File: config.mk
export PLATFORM = sky130hd
export DESIGN_NAME = id_ex_stage
export DESIGN_NICKNAME = d
export VERILOG_FILES = /design/src/rtl/id_ex_stage.sv
export SDC_FILE = /design/constraint.sdc
export NUM_CORES = 1
export LEC_CHECK = 0
export ABC_AREA = 1
export CAP_MARGIN = 20
export CORE_MARGIN = 2
export CORE_UTILIZATION = 41
export CTS_CLUSTER_DIAMETER = 150
export CTS_CLUSTER_SIZE = 16
export DETAILED_ROUTE_END_ITERATION = 10
export HOLD_SLACK_MARGIN = 0.02
export PLACE_DENSITY = 0.95
export SLEW_MARGIN = 10
export SYNTH_ARGS = -nofsm -noshare
export SYNTH_HDL_FRONTEND = slang
export SYNTH_SLANG_ARGS = --single-unit
File: constraint.sdc
create_clock -name clk_i -period 6.9 [get_ports clk_i]
set_clock_uncertainty 0.05 [all_clocks]
set_input_delay 1.38 -clock clk_i [delete_from_list [all_inputs] [get_ports clk_i]]
set_output_delay 1.38 -clock clk_i [all_outputs]
set_load 0.005 [all_outputs]
File: src/rtl/id_ex_stage.sv
// id_ex_stage: ID/EX pipeline register of the 5-stage MIPS core.
// Captures decode control, operands and register fields; detects load-use
// hazards (one bubble + PC/IF-ID stall), squashes on branch/jump flush and
// holds everything while the memory system freezes the pipe.
// Optional build macro: ID_EX_STALL_CNT_EN adds saturating stall/flush counters.
//
// Flow control: the stage always accepts the ID instruction unless freeze_i
// holds the pipe or a load-use hazard turns the capture into a bubble; in both
// cases pc_write_o/ifid_write_o drop so upstream re-presents the same
// instruction next cycle.
module id_ex_stage #(
    parameter int DATA_W = 32,
    parameter int REG_AW = 5
) (
    input  logic              clk_i,
    input  logic              rst_i,
    input  logic [31:0]       ctrl_i,
    input  logic [DATA_W-1:0] rs_data_i,
    input  logic [DATA_W-1:0] rt_data_i,
    input  logic [DATA_W-1:0] imm_i,
    input  logic [REG_AW-1:0] rs_i,
    input  logic [REG_AW-1:0] rt_i,
    input  logic [REG_AW-1:0] rd_i,
    input  logic              flush_i,
    input  logic              freeze_i,
    output logic              RegDst_o,
    output logic              ALUSrc_o,
    output logic [1:0]        ALUOp_o,
    output logic              MemWrite_o,
    output logic              MemRead_o,
    output logic              MemtoReg_o,
    output logic              RegWrite_o,
    output logic [DATA_W-1:0] rs_data_o,
    output logic [DATA_W-1:0] rt_data_o,
    output logic [DATA_W-1:0] imm_o,
    output logic [REG_AW-1:0] rs_o,
    output logic [REG_AW-1:0] rt_o,
    output logic [REG_AW-1:0] rd_o,
    output logic              valid_o,
    output logic              hazard_o,
    output logic              pc_write_o,
    output logic              ifid_write_o
`ifdef ID_EX_STALL_CNT_EN
    ,
    output logic [15:0]       stall_cnt_o,
    output logic [15:0]       flush_cnt_o
`endif
);

    // Decoded fields of the incoming control word.
    logic       in_reg_dst;
    logic       in_alu_src;
    logic [1:0] in_alu_op;
    logic       in_mem_write;
    logic       in_mem_read;
    logic       in_mem_to_reg;
    logic       in_reg_write;
    logic       uses_rt;
    logic       rt_match;
    logic       rs_match;
    logic       load_bubble;
    logic       unused_ctrl;

    assign in_reg_dst    = ctrl_i[7];
    assign in_alu_src    = ctrl_i[6];
    assign in_alu_op     = ctrl_i[5:4];
    assign in_mem_write  = ctrl_i[3];
    assign in_mem_read   = ctrl_i[2];
    assign in_mem_to_reg = ctrl_i[1];
    assign in_reg_write  = ctrl_i[0];

    // Upper control bits carry nothing this stage needs.
    assign unused_ctrl = ^ctrl_i[31:8];

    // rt is read (not written) by R-type, stores and the ALUOp=11 group.
    assign uses_rt  = in_reg_dst | in_mem_write | (in_alu_op == 2'b11);
    assign rs_match = (rt_o == rs_i);
    assign rt_match = uses_rt & (rt_o == rt_i);

    // Load-use detector: EX holds a real load to a non-zero register that ID reads.
    always_comb begin
        hazard_o = MemRead_o & valid_o & (rt_o != '0) & (rs_match | rt_match)
                   & ~flush_i & ~freeze_i;
    end

    // Upstream enables: stall PC and IF/ID on a hazard or a freeze.
    always_comb begin
        pc_write_o   = ~hazard_o & ~freeze_i;
        ifid_write_o = ~hazard_o & ~freeze_i;
    end

    // Flush and hazard both turn this cycle's capture into a bubble.
    always_comb begin
        load_bubble = flush_i | hazard_o;
    end

    // Pipeline register: hold on freeze, bubble on flush/hazard, else capture.
    always_ff @(posedge clk_i or posedge rst_i) begin
        if (rst_i) begin
            RegDst_o   <= 1'b0;
            ALUSrc_o   <= 1'b0;
            ALUOp_o    <= 2'b00;
            MemWrite_o <= 1'b0;
            MemRead_o  <= 1'b0;
            MemtoReg_o <= 1'b0;
            RegWrite_o <= 1'b0;
            valid_o    <= 1'b0;
            rs_data_o  <= '0;
            rt_data_o  <= '0;
            imm_o      <= '0;
            rs_o       <= '0;
            rt_o       <= '0;
            rd_o       <= '0;
        end else if (!freeze_i) begin
            // Data and fields are don't-care in a bubble; loading them keeps the mux small.
            rs_data_o <= rs_data_i;
            rt_data_o <= rt_data_i;
            imm_o     <= imm_i;
            rs_o      <= rs_i;
            rt_o      <= rt_i;
            rd_o      <= rd_i;
            if (load_bubble) begin
                RegDst_o   <= 1'b0;
                ALUSrc_o   <= 1'b0;
                ALUOp_o    <= 2'b00;
                MemWrite_o <= 1'b0;
                MemRead_o  <= 1'b0;
                MemtoReg_o <= 1'b0;
                RegWrite_o <= 1'b0;
                valid_o    <= 1'b0;
            end else begin
                RegDst_o   <= in_reg_dst;
                ALUSrc_o   <= in_alu_src;
                ALUOp_o    <= in_alu_op;
                MemWrite_o <= in_mem_write;
                MemRead_o  <= in_mem_read;
                MemtoReg_o <= in_mem_to_reg;
                RegWrite_o <= in_reg_write;
                valid_o    <= 1'b1;
            end
        end
    end

`ifdef ID_EX_STALL_CNT_EN
    // Saturating counters of hazard bubbles and flushes actually taken.
    always_ff @(posedge clk_i or posedge rst_i) begin
        if (rst_i) begin
            stall_cnt_o <= '0;
            flush_cnt_o <= '0;
        end else if (!freeze_i) begin
            if (hazard_o && (stall_cnt_o != 16'hFFFF)) begin
                stall_cnt_o <= stall_cnt_o + 16'd1;
            end
            if (flush_i && (flush_cnt_o != 16'hFFFF)) begin
                flush_cnt_o <= flush_cnt_o + 16'd1;
            end
        end
    end
`endif

endmodule

* Word-level counts from Yosys, hierarchy flattened
Index checks and enable logic that the tools add are counted.
** Cells by class
- Equal/unequal tests :: 3
- Mux-type cells :: 8
- Bitwise gates (word level) :: 14
- Reduce and logical (&&, ||, !) cells :: 1
** Operators with widths (count)
- 5-bit == test :: 2
- 1-bit AND :: 7
- 1-bit two-way mux :: 7
- 5-bit nonzero test :: 1
- 1-bit OR :: 4
- 1-bit inverter :: 3
- 2-bit == test, second input constant :: 1
- 2-bit two-way mux :: 1
** Word-level totals
- Register bits after elaboration :: 120
- Input bits :: 147
- Output and inout bits :: 123
- Logic and storage cells :: 40

* Depth between registers and ports, before layout
- Depth in word-level cells :: 9
- Depth in mapped cells :: 10
- Mapped depth without buffers :: 10

* Worst setup path before layout
Ideal clock, no wire load.
- Kind :: input port to output port
- Start :: input port ctrl_i[3]
- End :: output port pc_write_o
- Arrival time :: 2.052 ns
- Required time :: 5.470 ns
- Setup slack :: 3.418 ns
- Stages on the path :: 8
- Buffers on the path :: 1
- Cells stage by stage :: nor2_1 -> nand2_1 -> nand2_1 -> inv_1 -> nand3_1 -> nand2_2 -> a21oi_1 -> buf_4
** On the way
- Longest elaborated chain between the ends :: 9
** RTL lines
- start: declaration :: RTL line 17 : input logic [31:0] ctrl_i,
- 1-bit OR (2 in a row) :: RTL line 76 : assign uses_rt = in_reg_dst | in_mem_write | (in_alu_op == 2'b11);
- 1-bit AND :: RTL line 78 : assign rt_match = uses_rt & (rt_o == rt_i);
- 1-bit OR :: RTL line 82 : hazard_o = MemRead_o & valid_o & (rt_o != '0) & (rs_match | rt_match)
- 1-bit AND :: RTL line 82
- 1-bit AND (2 in a row) :: RTL line 83 : & ~flush_i & ~freeze_i;
- 1-bit inverter
- 1-bit AND
- end: declaration :: RTL line 41 : output logic pc_write_o,
No other way between the ends.

* Final worst setup path
- Start :: input port ctrl_i[3]
- End :: output port ifid_write_o
** On the way
- Longest elaborated chain between the ends :: 9
** RTL lines
- 1-bit OR (2 in a row) :: RTL line 76
- 1-bit AND :: RTL line 78
- 1-bit OR :: RTL line 82
- 1-bit AND :: RTL line 82
- 1-bit AND (2 in a row) :: RTL line 83
- 1-bit inverter :: RTL line 89 : ifid_write_o = ~hazard_o & ~freeze_i;
- 1-bit AND :: RTL line 89
- end: declaration :: RTL line 42 : output logic ifid_write_o
No other way between the ends.

==> qor.csv <==
stage;metric;value;unit
status;outcome;finished, final reports clean;
clocking;numClockSinks;120;
placed_design;gp_congestion;0.832;
clocking;clk_pin_slew_worst_paths;0.05;ns
global_route;grt_usage;22.3;%
clocking;clock_latency;0.39;ns
die;core-area;0.0114;sq mm
power;power_density;258;mW/mm^2
timing;fin_crit_sh;65.2;%
placed_design;placed_cell_area;0.00727;sq mm
clocking;cts_tree;done;
logic_synthesis;yosysUniqueCellTypes;15;
worst_setup_path;endpoint_kind;primary output;
worst_setup_path;start_kind;input port;
logic_synthesis;ys_ff_latch;120;
timing;setup_viol_count_final;0;
logic_synthesis;netlist_top_cells_area;dfrtp_1, nand2_1, buf_2;
clocking;cts_buffers;17;
power;p_seq_share;39.5;%
worst_setup_path;crit_fanout;2;
power;ir_worst_vdd;0.167;mV
logic_synthesis;synthCells;563;
logic_synthesis;synth.top_cell.area_share;63.2;%
timing;setup_slack;2.40;ns
clocking;cts_resized;0;
power;intPower;1.54;mW
layout;nNetsFinal;949;
placed_design;port_buffers;245;
global_route;grt_antenna_before_repair;0;
route;drc;0;
global_route;gr-total-overflow;0;
logic_synthesis;synth_area;0.00475;sq mm
route;vias;4491;
worst_setup_path;cp.required;5.47;ns
global_route;grt_max_degree;108;
power;pwr-share-comb;15.9;%
die;die_h;112;um
logic_synthesis;ys_seq_area_share;63.2;%
global_route;grt_pass1_wl;22.0;mm
clocking;cts_max_path_buffers;2;
worst_setup_path;path_class;in2out;
worst_hold_path;hp-class;reg2reg;
logic_synthesis;synth_fp_nets;710;
worst_setup_path;cp_data_arrival_time;3.07;ns
clocking;clockRootBuffer;clkbuf_16;
timing;finalHoldViolations;0;
layout;final_cell_area;0.00789;sq mm
timing;slew_headroom;27.7;%
route;viasPerCell;4.69;
timing;final-max-slew-violation-count;0;
placed_design;place_worst_setup_slack;2.37;ns
die;fp-row-count;39;
logic_synthesis;synth.avg_cell_area;8.44;sq um
power;p_leak;3.93;nW
worst_setup_path;crit_chain;clkdlybuf4s50_1 -> nor2_1 -> nand2_1 -> nand2_1 -> inv_1 -> nand3_1 -> nand2_2 -> a21oi_1 -> clkdlybuf4s50_1;
placed_design;dp_hpwl;9.39;mm
timing;rsz0062_at_grt;false;
power;switching_power;0.491;mW
clocking;postCtsHoldBufs;0;
route;first_iter_violations;359;
route;drtPass1Iterations;4;
route;postRouteAntennaNets;0;
layout;syn2layout_area_growth;65.9;%
clocking;cts_setup_buffers;0;
global_route;grt_pass1_vias;4539;
worst_setup_path;slowest_delay;0.56;ns
layout;antenna_cells;0;
die;die-area;0.0125;sq mm
timing;fmax;0.222;GHz
worst_setup_path;crit_path_top_delay_cell;clkdlybuf4s50_1;
timing;setup-tns-final;0;ns
power;clkPwrFrac;44.6;%
logic_synthesis;yosys.area.top_type;dfrtp_1;
route;avgRoutedWirePerCell;14.2;um
timing;timing.hold.ws;0.427;ns
die;die_w;112;um
timing;worst_slew_pin_slew;1.08;ns
die;ioPinCount;270;
logic_synthesis;synth_warnings;0;
layout;drive_gt1_share;5.52;%
route;drt-total-wl;13.6;mm
flow_run;maxCapViolations;0;
clocking;cts_max_level;4;
die;start_util;41.8;%
timing;finalCriticalPeriod;4.50;ns
power;netSwitchingFraction;24.1;%
## cells in the mapped netlist (all sizes together)
cell type  count
nand4         10
a21oi          1
nand3          3
nand2        365
buf           22
o21ai          9
xnor2          1
nor2           7
inv           19
clkbuf         6
dfrtp        120
## routing by layer
metal  track usage [%]  vias up  wire length (um)
met5                 0        -                 0
met4              9.14        0               315
met3              7.84       22              1180
met2              37.8      193              6760
met1              25.9     2092              5350
li1                  -     2184                 -
## area by class of cell
type | count | area, sq um
well taps | 143 | 179
fillers | 843 | 3480
flip-flops and latches | 120 | 3000
multi-input cells | 396 | 1540
clock buffers | 19 | 443
clock inverters | 13 | 170
inverters | 19 | 75.1
repair buffers | 248 | 2470
## layout by cell type (no fill, tap or decap), drive strengths merged, types with 3 or more instances in the layout
master | synthesis | routed
dfrtp | 120 | 120
nand4 | 10 | 10
inv | 19 | 20
buf | 22 | 4
bufinv | 0 | 3
clkdlybuf4s50 | 0 | 244
clkbuf | 6 | 19
nor2 | 7 | 7
nand3 | 3 | 3
clkinvlp | 0 | 3
clkinv | 0 | 6
o21ai | 9 | 9
nand2 | 365 | 365
## flip-flops by register name, indices dropped and copies added, names as in the netlist, 2 cells and up
register,flops
ALUOp_o,2
imm_o,32
rd_o,5
rs_data_o,32
rs_o,5
rt_data_o,32
rt_o,5
## worst paths after layout
check,startpoint,endpoint,slack (ns),cells past startpoint
max in group asynchronous,rst_i,RegWrite_o,4.17,3
hold / removal,imm_o[13],imm_o[13],0.43,2
setup reg to reg,rt_o[4],ALUOp_o[0],5.55,9
min in group asynchronous,rst_i,rs_data_o[8],1.49,2
hold reg to reg,imm_o[13],imm_o[13],0.43,2
setup / recovery,ctrl_i[3],ifid_write_o,2.40,9
## critical path: cells and delay by family
kind | cells | cell delay, ns
compound gates | 1 | 0.25
simple gates | 5 | 0.41
buf+inv | 3 | 1.03
## metrics by stage
step                      cells  utilization, %  power (mW)
after floorplan             563               -       0.913
after global placement      926            64.0        1.13
after detailed placement    926            64.0        1.14
after CTS                   958            69.4        2.05
after global routing        958            69.4        2.13
final                       958            69.4        2.04
## power groups by stage
| stage | Clock [mW] | Sequential [mW] | Combinational [mW] |
|---|---|---|---|
| 6_report | 0.908 | 0.805 | 0.323 |
| 5_1_grt | 0.963 | 0.812 | 0.355 |
| 4_1_cts | 0.922 | 0.805 | 0.328 |
| 3_5_place_dp | 0 | 0.814 | 0.327 |
| 3_3_place_gp | 0 | 0.812 | 0.318 |
| 2_1_floorplan | 0 | 0.818 | 0.0959 |
## logic make-up (layout without fill, tap and decap cells)
group | count (synthesis) | in the layout | synth area share [%]
AO/OA/AOI/OAI | 10 | 10 | 1.05
flip-flops | 120 | 120 | 63.2
AND/OR/NAND/NOR | 385 | 385 | 31.2
buffers and inverters | 47 | 299 | 4.34
XOR/XNOR | 1 | 1 | 0.184
Note: power is estimated with default switching activity, not from simulation.
